$ cat config.mk
export PLATFORM = sky130hd
export DESIGN_NAME = host_cmd_regs
export DESIGN_NICKNAME = d
export VERILOG_FILES = /design/src/rtl/host_cmd_regs.sv
export SDC_FILE = /design/constraint.sdc
export NUM_CORES = 1
export LEC_CHECK = 0
export BUFFER_PORTS_ARGS = -buffer_cell sky130_fd_sc_hd__buf_4
export CAP_MARGIN = 20
export CORE_MARGIN = 1
export CORE_UTILIZATION = 30
export CTS_CLUSTER_SIZE = 25
export DETAILED_ROUTE_END_ITERATION = 8
export RECOVER_POWER = 50
export SYNTH_ARGS = -nofsm -noshare
export SYNTH_HDL_FRONTEND = slang
export SYNTH_SLANG_ARGS = --single-unit
$ cat constraint.sdc
create_clock -name clk -period 24.4 [get_ports clk]
set_input_delay 1.22 -clock clk [delete_from_list [all_inputs] [get_ports clk]]
set_output_delay 1.22 -clock clk [all_outputs]
set_load 0.02 [all_outputs]
$ cat src/rtl/host_cmd_regs.sv
// Host register block: stages one GEMM command, validates and packs it on doorbell,
// buffers it in a small issue queue, and tracks completions with a sticky interrupt.
module host_cmd_regs #(
    parameter int ADDR_WIDTH           = 10,
    parameter int SYSTOLIC_ARRAY_WIDTH = 16,
    parameter int QUEUE_DEPTH          = 4
) (
    input  logic        clk,
    input  logic        rst,
    input  logic        reg_wr_en,
    input  logic        reg_rd_en,
    input  logic [3:0]  reg_addr,
    input  logic [31:0] reg_wdata,
    output logic [31:0] reg_rdata,
    output logic        reg_rdata_valid,
    output logic        cmd_valid,
    output logic [63:0] cmd_data,
    input  logic        cmd_ready,
    input  logic        cu_busy,
    input  logic        cu_done,
    output logic        irq
);

    localparam int PTR_W = $clog2(QUEUE_DEPTH);
    localparam int CNT_W = PTR_W + 1;
    localparam logic [7:0] LEN_MAX = 8'(SYSTOLIC_ARRAY_WIDTH);

    typedef enum logic [3:0] {
        REG_LEN      = 4'd0,
        REG_ADDR_AB  = 4'd1,
        REG_ADDR_CD  = 4'd2,
        REG_DOORBELL = 4'd3,
        REG_STATUS   = 4'd4,
        REG_IRQ_CLR  = 4'd5,
        REG_IRQ_EN   = 4'd6
    } reg_idx_e;

    logic [7:0]            len_m, len_k, len_n;
    logic [ADDR_WIDTH-1:0] addr_a, addr_b, addr_c, addr_d;
    logic                  irq_en, irq_pending, overflow, len_err;
    logic [7:0]            issued_cnt, done_cnt;

    logic [63:0]           queue_mem [QUEUE_DEPTH];
    logic [PTR_W-1:0]      rd_ptr, wr_ptr;
    logic [CNT_W-1:0]      count;

    logic        doorbell, len_ok, q_full, push, pop;
    logic [2:0]  w1c;
    logic [63:0] cmd_word;
    logic [31:0] rd_mux;
    logic        unused_wdata;

    assign unused_wdata = ^reg_wdata[31:26];

    assign doorbell = reg_wr_en && (reg_addr == REG_DOORBELL);
    assign w1c      = (reg_wr_en && (reg_addr == REG_IRQ_CLR)) ? reg_wdata[2:0] : 3'b000;
    assign len_ok   = (len_k != 8'd0) && (len_k <= LEN_MAX) &&
                      (len_n != 8'd0) && (len_n <= LEN_MAX);
    assign q_full   = (count == CNT_W'(QUEUE_DEPTH));
    assign cmd_valid = (count != '0);
    assign pop      = cmd_valid && cmd_ready;
    // A pop in the same cycle frees the slot, so a full queue still accepts the push.
    assign push     = doorbell && len_ok && (!q_full || pop);
    assign cmd_word = {addr_d, addr_c, addr_b, addr_a, len_n, len_k, len_m};
    assign cmd_data = queue_mem[rd_ptr];
    assign irq      = irq_pending & irq_en;

    always_ff @(posedge clk or posedge rst) begin
        if (rst) begin
            len_m       <= '0;
            len_k       <= '0;
            len_n       <= '0;
            addr_a      <= '0;
            addr_b      <= '0;
            addr_c      <= '0;
            addr_d      <= '0;
            irq_en      <= 1'b0;
            irq_pending <= 1'b0;
            overflow    <= 1'b0;
            len_err     <= 1'b0;
            issued_cnt  <= '0;
            done_cnt    <= '0;
        end else begin
            if (reg_wr_en) begin
                case (reg_addr)
                    REG_LEN: begin
                        len_m <= reg_wdata[7:0];
                        len_k <= reg_wdata[15:8];
                        len_n <= reg_wdata[23:16];
                    end
                    REG_ADDR_AB: begin
                        addr_a <= reg_wdata[ADDR_WIDTH-1:0];
                        addr_b <= reg_wdata[16 +: ADDR_WIDTH];
                    end
                    REG_ADDR_CD: begin
                        addr_c <= reg_wdata[ADDR_WIDTH-1:0];
                        addr_d <= reg_wdata[16 +: ADDR_WIDTH];
                    end
                    REG_IRQ_EN: irq_en <= reg_wdata[0];
                    default: ;
                endcase
            end
            if (cu_done)     irq_pending <= 1'b1;
            else if (w1c[0]) irq_pending <= 1'b0;
            if (doorbell && len_ok && q_full && !pop) overflow <= 1'b1;
            else if (w1c[1])                          overflow <= 1'b0;
            if (doorbell && !len_ok) len_err <= 1'b1;
            else if (w1c[2])         len_err <= 1'b0;
            if (pop)     issued_cnt <= issued_cnt + 8'd1;
            if (cu_done) done_cnt   <= done_cnt + 8'd1;
        end
    end

    always_ff @(posedge clk or posedge rst) begin
        if (rst) begin
            for (int unsigned i = 0; i < QUEUE_DEPTH; i++) queue_mem[i] <= '0;
            rd_ptr <= '0;
            wr_ptr <= '0;
            count  <= '0;
        end else begin
            if (push) begin
                queue_mem[wr_ptr] <= cmd_word;
                wr_ptr            <= wr_ptr + PTR_W'(1);
            end
            if (pop) rd_ptr <= rd_ptr + PTR_W'(1);
            case ({push, pop})
                2'b10:   count <= count + CNT_W'(1);
                2'b01:   count <= count - CNT_W'(1);
                default: ;
            endcase
        end
    end

    always_comb begin
        rd_mux = '0;
        case (reg_addr)
            REG_LEN: rd_mux[23:0] = {len_n, len_k, len_m};
            REG_ADDR_AB: begin
                rd_mux[ADDR_WIDTH-1:0]  = addr_a;
                rd_mux[16 +: ADDR_WIDTH] = addr_b;
            end
            REG_ADDR_CD: begin
                rd_mux[ADDR_WIDTH-1:0]  = addr_c;
                rd_mux[16 +: ADDR_WIDTH] = addr_d;
            end
            REG_STATUS: begin
                rd_mux[0]         = cu_busy;
                rd_mux[1]         = irq_pending;
                rd_mux[2 +: CNT_W] = count;
                rd_mux[5]         = overflow;
                rd_mux[6]         = len_err;
                rd_mux[15:8]      = issued_cnt;
                rd_mux[23:16]     = done_cnt;
            end
            REG_IRQ_EN: rd_mux[0] = irq_en;
            default: ;
        endcase
    end

    always_ff @(posedge clk or posedge rst) begin
        if (rst) begin
            reg_rdata       <= '0;
            reg_rdata_valid <= 1'b0;
        end else begin
            reg_rdata_valid <= reg_rd_en;
            if (reg_rd_en) reg_rdata <= rd_mux;
        end
    end

endmodule

# Word-level counts from Yosys, hierarchy flattened
# Cells that the tools add are included.
# classes
addsub	6
order_cmp	5
eq_ne	9
n_mux	21
bitwise_logic	3
n_reduce_logical	28
# ops
cell	n
bitwise mux 256 bit	1
two-way mux 64 bit	3
binary-select mux 64 bit (select 2 bit)	1
demux 64 bit (select 2 bit)	1
case mux 8 bit (4 select lines)	1
case mux 6 bit (4 select lines)	1
adder 8 x 1 -> 8 bit (second input constant)	2
less-or-equal comparator 8 x 5 -> 1 bit (second input constant)	2
nonzero test 8 bit	2
equality test 4 x 3 -> 1 bit (second input constant)	3
logical AND 1 bit	12
case mux 6 bit (2 select lines)	1
equality test 4 x 2 -> 1 bit (second input constant)	2
case mux 2 bit (4 select lines)	1
AND reduction 2 bit	4
nonzero test 2 bit	4
>= comparator 3 bit (second input constant)	2
two-way mux 1 bit	6
inverter 2 -> 3 bit	2
case mux 3 bit (2 select lines)	1
case mux 1 bit (5 select lines)	1
adder 2 x 1 -> 2 bit (second input constant)	2
equality test 4 x 1 -> 1 bit (second input constant)	1
zero test 4 bit	1
13 further kinds	15
# word_totals
regBits	374
in_bits	43
out_inout_bits	99
word_cells	94

# Logic depth before layout (Yosys ltp)
# Gate-level depths: netlist of the first run.
# depth
depth_word	8
ltp_mapped	11

# Worst setup path after synthesis of the first run
# OpenSTA, ideal clock, no wires.
# synth_timing
path_type	in2reg
startpoint	in reg_addr[1]
endpoint	reg count[2]
setup_ps	125
t_arrival_ps	3043
t_required_ps	24275
path_slack_ps	21232
stages	11
path_buffers	2
path_cell_list	clkbuf_1 -> nand3_1 -> and4bb_1 -> buf_4 -> nand4_1 -> ha_1 -> inv_1 -> fa_1 -> xor2_1 -> nor2_1 -> xor2_1
# synth_via
elab_chain_len	6
# synth_rtl
element	line	source
from (decl)	12	input logic [3:0] reg_addr,
equality test 4 x 2 -> 1 bit (*)	55	assign doorbell = reg_wr_en && (reg_addr == REG_DOORBELL);
logical AND 1 bit (*)	55	
logical AND 1 bit (*) (2 in series)	63	assign push = doorbell && len_ok && (!q_full || pop);
equality test 2 x 1 -> 1 bit or equality test 2 bit (tied branches)	126	case ({push, pop})
case mux 3 bit (2 select lines) or nonzero test 2 bit (tied branches)	n/a	
to (signal assigned)	127	2'b10: count <= count + CNT_W'(1);
to (signal assigned)	128	2'b01: count <= count - CNT_W'(1);
to (decl)	45	logic [CNT_W-1:0] count;
# Every way passes the cells marked *; elsewhere a longest branch is shown, timed or not.
# A chain may end at the register's enable or synchronous reset.

==> flow_summary.json, run 1 <==
{
  "setup_slack_ns": 17.43,
  "setup-violations-final": 0,
  "ys_ff_latch": 374,
  "synthSimpleGateAreaFrac_pct": 3.64,
  "io_buffers": 129,
  "crit_required_ns": 24.14,
  "vias_per_cell": 4.91,
  "synth_compound_area_share_pct": 3.41,
  "yosysWarningCount": 0,
  "p_leak_nw": 9.12,
  "max_slew_margin_pct": -158,
  "synth-main-ff-cell": "dfrtp_1",
  "path_class": "input port to asynchronous set/reset pin",
  "grtUsageTotal_pct": 15.6,
  "period_needed_ns": 6.97,
  "powerDensity_mw_per_mm2": 84.1,
  "post-place-ws_ns": 20.21,
  "period_share_pct": 28.6,
  "dieArea_mm2": 0.0544,
  "place_inst": 1800,
  "failed_checks": "DRC, capacitance limit, slew limit",
  "drtPass1Iterations": 7,
  "drive_gt1_share_pct": 27.8,
  "cts_resized": 0,
  "synth_area_leaders": "dfrtp_1 58%, mux2_1 15%, mux4_2 9.0%",
  "worstMarginPinSlew_ns": 3.87,
  "cp_cell_sequence": "clkbuf_4 -> clkinvlp_2 -> clkbuf_1 -> clkbuf_1",
  "io-pin-count": 142,
  "drt_iter0_drc": 572,
  "antenna_found_initial": 4,
  "cts_tree": "yes",
  "ys_seq_area_share_pct": 58.3,
  "synth_top_family_by_area": "multiplexers",
  "maxCapViolCount": 6,
  "cts_sinks": 374,
  "clock_path_buffers": 3,
  "avgSynthCellArea_um2": 15.6,
  "r2r_end": "queue_mem[249]",
  "grt_max_degree": 85,
  "post-cts-setup-buffer-count": 0,
  "clkTransAtPathRegs_ns": 0.06,
  "slowest_stage": "clkbuf_1",
  "yosysUniqueCellTypes": 45,
  "finalNonFillerCells": 1875,
  "cp-start-kind": "input port",
  "finalMaxSlewViolations": 365,
  "initial_utilization_pct": 30.4,
  "yosysTopAreaCellShare_pct": 58.3,
  "cts_inserted_buffers": 40,
  "hold_violations": 0,
  "rr_worst_depth": 5,
  "fin_util_pct": 35.9,
  "vias": 9208,
  "hpwl_um": 27600,
  "grt_setup_unrepaired": "no",
  "cts_max_level": 2,
  "async_flop_share_pct": 100,
  "gp_congestion": 0.765,
  "setup_tns_ns": 0,
  "holdBufCountCts": 0,
  "synth_edf_count": 0,
  "hp-class": "flip-flop to flip-flop",
  "timing.reg2reg.setup_slack_ns": 20.79,
  "core_area_mm2": 0.0528,
  "syn_to_final_growth_pct": 17.9,
  "grt-ovfl-total": 0,
  "fp.dieW_um": 233,
  "crit_path_frequent_cell": "clkbuf_1",
  "fillCellCount": 5053,
  "status": "finished with violations",
  "synth_mux_area_share_pct": 30.1,
  "ant_nets": 0,
  "clk_latency_ns": 0.55,
  "grt_pass1_wl_um": 63100,
  "cts_root_buffer": "clkbuf_16",
  "synth_top_area_cell": "dfrtp_1",
  "critPathMaxFanout": 78,
  "grt_pass1_vias": 9741,
  "netlist_area_mm2": 0.0161,
  "nets": 1207,
  "fin_skew_ns": 0.0284,
  "crit_end": "reg_rdata[22]",
  "synthXorXnorAreaFrac_pct": 1.25,
  "cp-startpoint": "rst",
  "yosys.area_share.adder_pct": 0.733,
  "fmax_mhz": 143,
  "rows": 84,
  "post-route-drc-count": 36,
  "syn_inst": 1030,
  "drt-total-wl_um": 41600,
  "die_h_um": 233,
  "wl_per_cell_um": 22.2,
  "rr_startpoint": "len_k[1]",
  "critPathMaxStageDelay_ns": 2.77,
  "ir_worst_vdd_mv": 0.0528,
  "crit_arrival_ns": 6.72,
  "endpoint_kind": "asynchronous set/reset pin"
}
-- stage by stage --
stage / power (W) / area, um^2 / hold WS [ns]
after floorplan: 0.000905 / 16100 / 0.446
after global placement: 0.000994 / 17800 / 0.463
after detailed placement: 0.00100 / 17800 / 0.469
after CTS: 0.00162 / 19100 / 0.483
after global routing: 0.00166 / 18900 / 0.496
final: 0.00159 / 18900 / 0.479
-- worst min path at each step --
| stage | start | endpoint | slack [ns] | depth (start not counted) |
|---|---|---|---|---|
| after detailed placement | queue_mem[15] | queue_mem[15] | 0.47 | 1 |
| final | queue_mem[141] | queue_mem[141] | 0.48 | 1 |
| after CTS | queue_mem[141] | queue_mem[141] | 0.48 | 1 |
| after global placement | queue_mem[78] | queue_mem[78] | 0.46 | 1 |
| after floorplan | done_cnt[7] | done_cnt[7] | 0.45 | 1 |
| after global routing | done_cnt[7] | done_cnt[7] | 0.50 | 1 |
-- registers in the layout, summed over array words and instances, names as in the netlist, 2 cells and up --
register and count:
queue_mem 256, reg_rdata 26, addr_a 10, addr_b 10, addr_c 10, addr_d 10, done_cnt 8, issued_cnt 8
len_k 8, len_m 8, len_n 8, count 3, rd_ptr 2, wr_ptr 2
-- metal layers --
metal  vias up  wire length (um)  GRT usage (%)
met1      4942             19300           21.9
met3        57              2110           3.26
met2       159             19200           23.8
met4         6               963           4.86
li1       4044                 -              -
met5         -                39              0
-- cell usage after synthesis (7+ instances only) --
cell        n
nand2_1    13
o22ai_1    16
a221oi_1   16
a22o_1     17
xnor2_1    12
a22oi_1    10
and2_1     25
a21oi_1     9
mux4_2     64
xor2_1      9
ha_1        7
nor2_1     16
mux2_2     84
buf_2      25
buf_4       7
dfrtp_1   374
buf_1       8
inv_1      23
clkbuf_1   29
mux2_1    216
-- worst max-delay path, delay by kind of cell --
family | cells | cell delay, ns
buf+inv | 4 | 5.37
-- power by group --
| group | leakage [nW] | internal, W | switching (W) | total [W] |
|---|---|---|---|---|
| logic | 3.42 | 0.000105 | 0.000106 | 0.000211 |
| clock network | 0.650 | 0.000368 | 0.000243 | 0.000611 |
| registers | 5.05 | 0.000671 | 0.0000981 | 0.000769 |
-- cells in the final DEF, fill, tap and decap left out, drive strengths merged, types with 3 or more instances in the layout --
cell type	count
mux2	300
clkbuf	101
bufinv	3
nor4b	3
xnor2	13
buf	108
diode	3
mux4	64
inv	24
nand2	13
nand4	7
nor4	3
nor3	6
nand3	6
and2	25
ha	7
o22ai	16
clkinv	4
a22oi	10
xor2	9
a21oi	9
dfrtp	374
a221oi	16
a22o	17
nor2b	4
nor2	16
conb	6
-- logic make-up (layout without fill, tap and decap cells) --
group                      Yosys count  count (layout)
buffers and inverters               92             241
DFF                                374             374
other                                1               9
muxes                              366             366
and+or+nand+nor                     93              93
AOI/OAI and AO/OA                   73              73
xor gates and xnor gates            22              22
adders and majority gates            9               9
-- cell type report --
type	count	area, um^2	share of cell area, %
diodes	3	7.51	0.0397
well taps	688	861	4.55
clock buffers	61	1190	6.29
flip-flops and latches	374	9360	49.5
inverters	23	87.6	0.463
clock inverters	9	128	0.674
repair buffers	148	970	5.12
multi-input cells	569	6320	33.4
Power figures use the tool's default switching activity.
==> run 2: changes to the inputs <==
Settings changed: ABC_AREA from default to 1.
Clock period 24.4 ns to 7.3 ns, I/O delays scaled along.
==> run 2 against run 1 <==
The flow finishes with violations (capacitance limit, slew limit). Synthesized cell count grew 100%. Via count increased by 66%. First-iteration DRC count increased to 2.8 times the previous value. Utilization fell by 0.67 points. Clock skew shrank 0.0083 ns. Routed wire length is 35% higher. Area after synthesis increased by 7.9%. Critical endpoint is now rd_ptr[0].
==> flow_summary.json, run 2 <==
{
  "cts_sinks": 374,
  "syn_inst": 2080,
  "largest_reg_flops": 256,
  "fmax_mhz": 239,
  "vias_per_cell": 5.30,
  "grt_pass1_vias": 14739,
  "yosysWarningCount": 0,
  "drive_gt1_share_pct": 9.58,
  "setup-violations-final": 0,
  "drtPass1Iterations": 6,
  "fin_util_pct": 35.2,
  "die_h_um": 242,
  "hold-path-cell-count": 2,
  "syn_to_final_growth_pct": 15.2,
  "rows": 87,
  "wl_per_cell_um": 19.4,
  "finalNonFillerCells": 2886,
  "avgSynthCellArea_um2": 8.33,
  "yosysUniqueCellTypes": 34,
  "async_flop_share_pct": 100,
  "path_class": "input port to asynchronous set/reset pin",
  "largest-register": "queue_mem",
  "drt-total-wl_um": 56000,
  "nets": 2152,
  "vias": 15292,
  "powerDensity_mw_per_mm2": 348,
  "crit_arrival_ns": 3.80,
  "diodes": 0,
  "yosysTopAreaCellShare_pct": 54.0,
  "grt_pass1_wl_um": 87800,
  "max_slew_margin_pct": -106,
  "wl_met3_um": 4100,
  "grt_setup_unrepaired": "no",
  "fin_skew_ns": 0.0201,
  "clock_path_buffers": 3,
  "antenna_found_initial": 1,
  "hp-class": "input port to flip-flop",
  "layout_common_cells": "726 x nand2_1, 372 x dfrtp_1, 252 x nand4_1",
  "status": "finished with violations",
  "initial_utilization_pct": 30.5,
  "grt-ovfl-total": 0,
  "slowest_stage": "clkbuf_2",
  "cp_cell_sequence": "clkbuf_4 -> clkinvlp_2 -> clkbuf_2",
  "gp_congestion": 0.788,
  "yosys-top-cells-count": "725 x nand2_1, 374 x dfrtp_1, 252 x nand4_1",
  "top_regs": "queue_mem (256), reg_rdata (26)",
  "maxCapViolCount": 5,
  "fp.dieW_um": 242,
  "finalMaxSlewViolations": 278,
  "layout_commonest_cell": "nand2_1",
  "setup_tns_ns": 0,
  "top_layer_used": "met4",
  "io-pin-count": 142,
  "ant_nets": 0,
  "failed_checks": "capacitance limit, slew limit",
  "synth_edf_count": 0,
  "cp-start-kind": "input port",
  "synth-main-ff-cell": "dfrtp_1",
  "dieArea_mm2": 0.0587,
  "cts_inserted_buffers": 41,
  "synth.most_common_cell": "nand2_1",
  "synth_top_area_cell": "dfrtp_1",
  "ys_seq_area_share_pct": 54.0,
  "period_needed_ns": 4.18,
  "netlist_area_mm2": 0.0173,
  "ys_ff_latch": 374,
  "grtUsageTotal_pct": 18.9,
  "worstMarginPinSlew_ns": 3.09,
  "grt_max_degree": 236,
  "holdBufCountCts": 0,
  "hpwl_um": 31600,
  "rr_worst_depth": 8,
  "clk_latency_ns": 0.55,
  "wl_met1_um": 24600,
  "hold_violations": 0,
  "cts_tree": "yes",
  "endpoint_kind": "asynchronous set/reset pin",
  "clkTransAtPathRegs_ns": 0.06,
  "io_buffers": 129,
  "ir_worst_vdd_mv": 0.162,
  "dr_wl_met2_um": 25900,
  "drt_iter0_drc": 1577,
  "cts_max_level": 2,
  "p_leak_nw": 10.2,
  "core_area_mm2": 0.0567,
  "post-route-drc-count": 0,
  "crit_required_ns": 6.92,
  "critPathMaxFanout": 115,
  "post-cts-setup-buffer-count": 0,
  "critPathMaxStageDelay_ns": 2.17,
  "cts_resized": 0,
  "place_inst": 2813,
  "cts_root_buffer": "clkbuf_16",
  "synth_area_leaders": "dfrtp_1 54%, nand2_1 16%, nand4_1 9.1%",
  "period_share_pct": 57.2
}
==> run 2: cell types whose count changed after synthesis, sizes merged, moves of 60 or more <==
cell and delta:
nor2 +138, mux4 -64, nand4 +249, clkbuf +60, o21ai +194, mux2 -295
nand2 +714
==> run 2: worst max-delay path: cells and delay by family <==
| kind | cells | cell delay, ns |
|---|---|---|
| buf+inv | 3 | 3.31 |
==> run 2: layer usage <==
metal  GRT usage, %  vias up
met4           6.01        0
met3           2.97       87
met2           30.2      640
met1           26.2     7556
li1               -     7009
met5              0        -
==> run 2: kinds of logic after synthesis <==
group | synth area share, %
AO/OA/AOI/OAI | 8.05
XOR/XNOR | 0.860
adder cells (fa/ha/maj) | 0.621
buffers and inverters | 6.57
flip-flops | 54.0
multiplexers | 0.325
other | 0.0216
AND/OR/NAND/NOR | 29.5
==> run 2: report_power, final <==
group	internal (W)	leakage [nW]	total, W	switching (W)
sequential	0.00224	5.08	0.00259	0.000349
combinational	0.000715	4.39	0.00223	0.00151
clock	0.00129	0.679	0.00214	0.000848
==> run 2: path summary, 6_finish.rpt <==
path                                start              to  slack, ns
min reg2reg                queue_mem[149]  queue_mem[149]       0.46
max                                   rst       rd_ptr[0]       3.12
min                               cu_done     done_cnt[0]       0.02
min in group asynchronous             rst   queue_mem[21]       0.29
max in group clk                rd_ptr[0]    cmd_data[48]       3.39
max reg2reg                      count[0]  queue_mem[225]       4.12
==> run 2: layout make-up <==
cell class / instances / area, um^2
Fill cell: 5810 / 36800
Clock buffer: 59 / 1200
Tap cell: 756 / 946
Multi-Input combinational cell: 1464 / 6950
Sequential cell: 374 / 9370
Inverter: 72 / 273
Timing Repair Buffer: 148 / 1040
Clock inverter: 13 / 185
==> run 2: through the flow <==
step                      cell area (um^2)  power, W  hold slack [ns]  worst slack [ns]
after floorplan                      17300   0.00386            0.396              1.91
after global placement               18700   0.00484            0.444              4.02
after detailed placement             18700   0.00487            0.447              4.00
after CTS                            20100   0.00702          0.00524              3.43
after global routing                 20000   0.00731           0.0164              2.29
final                                20000   0.00695           0.0194              3.12
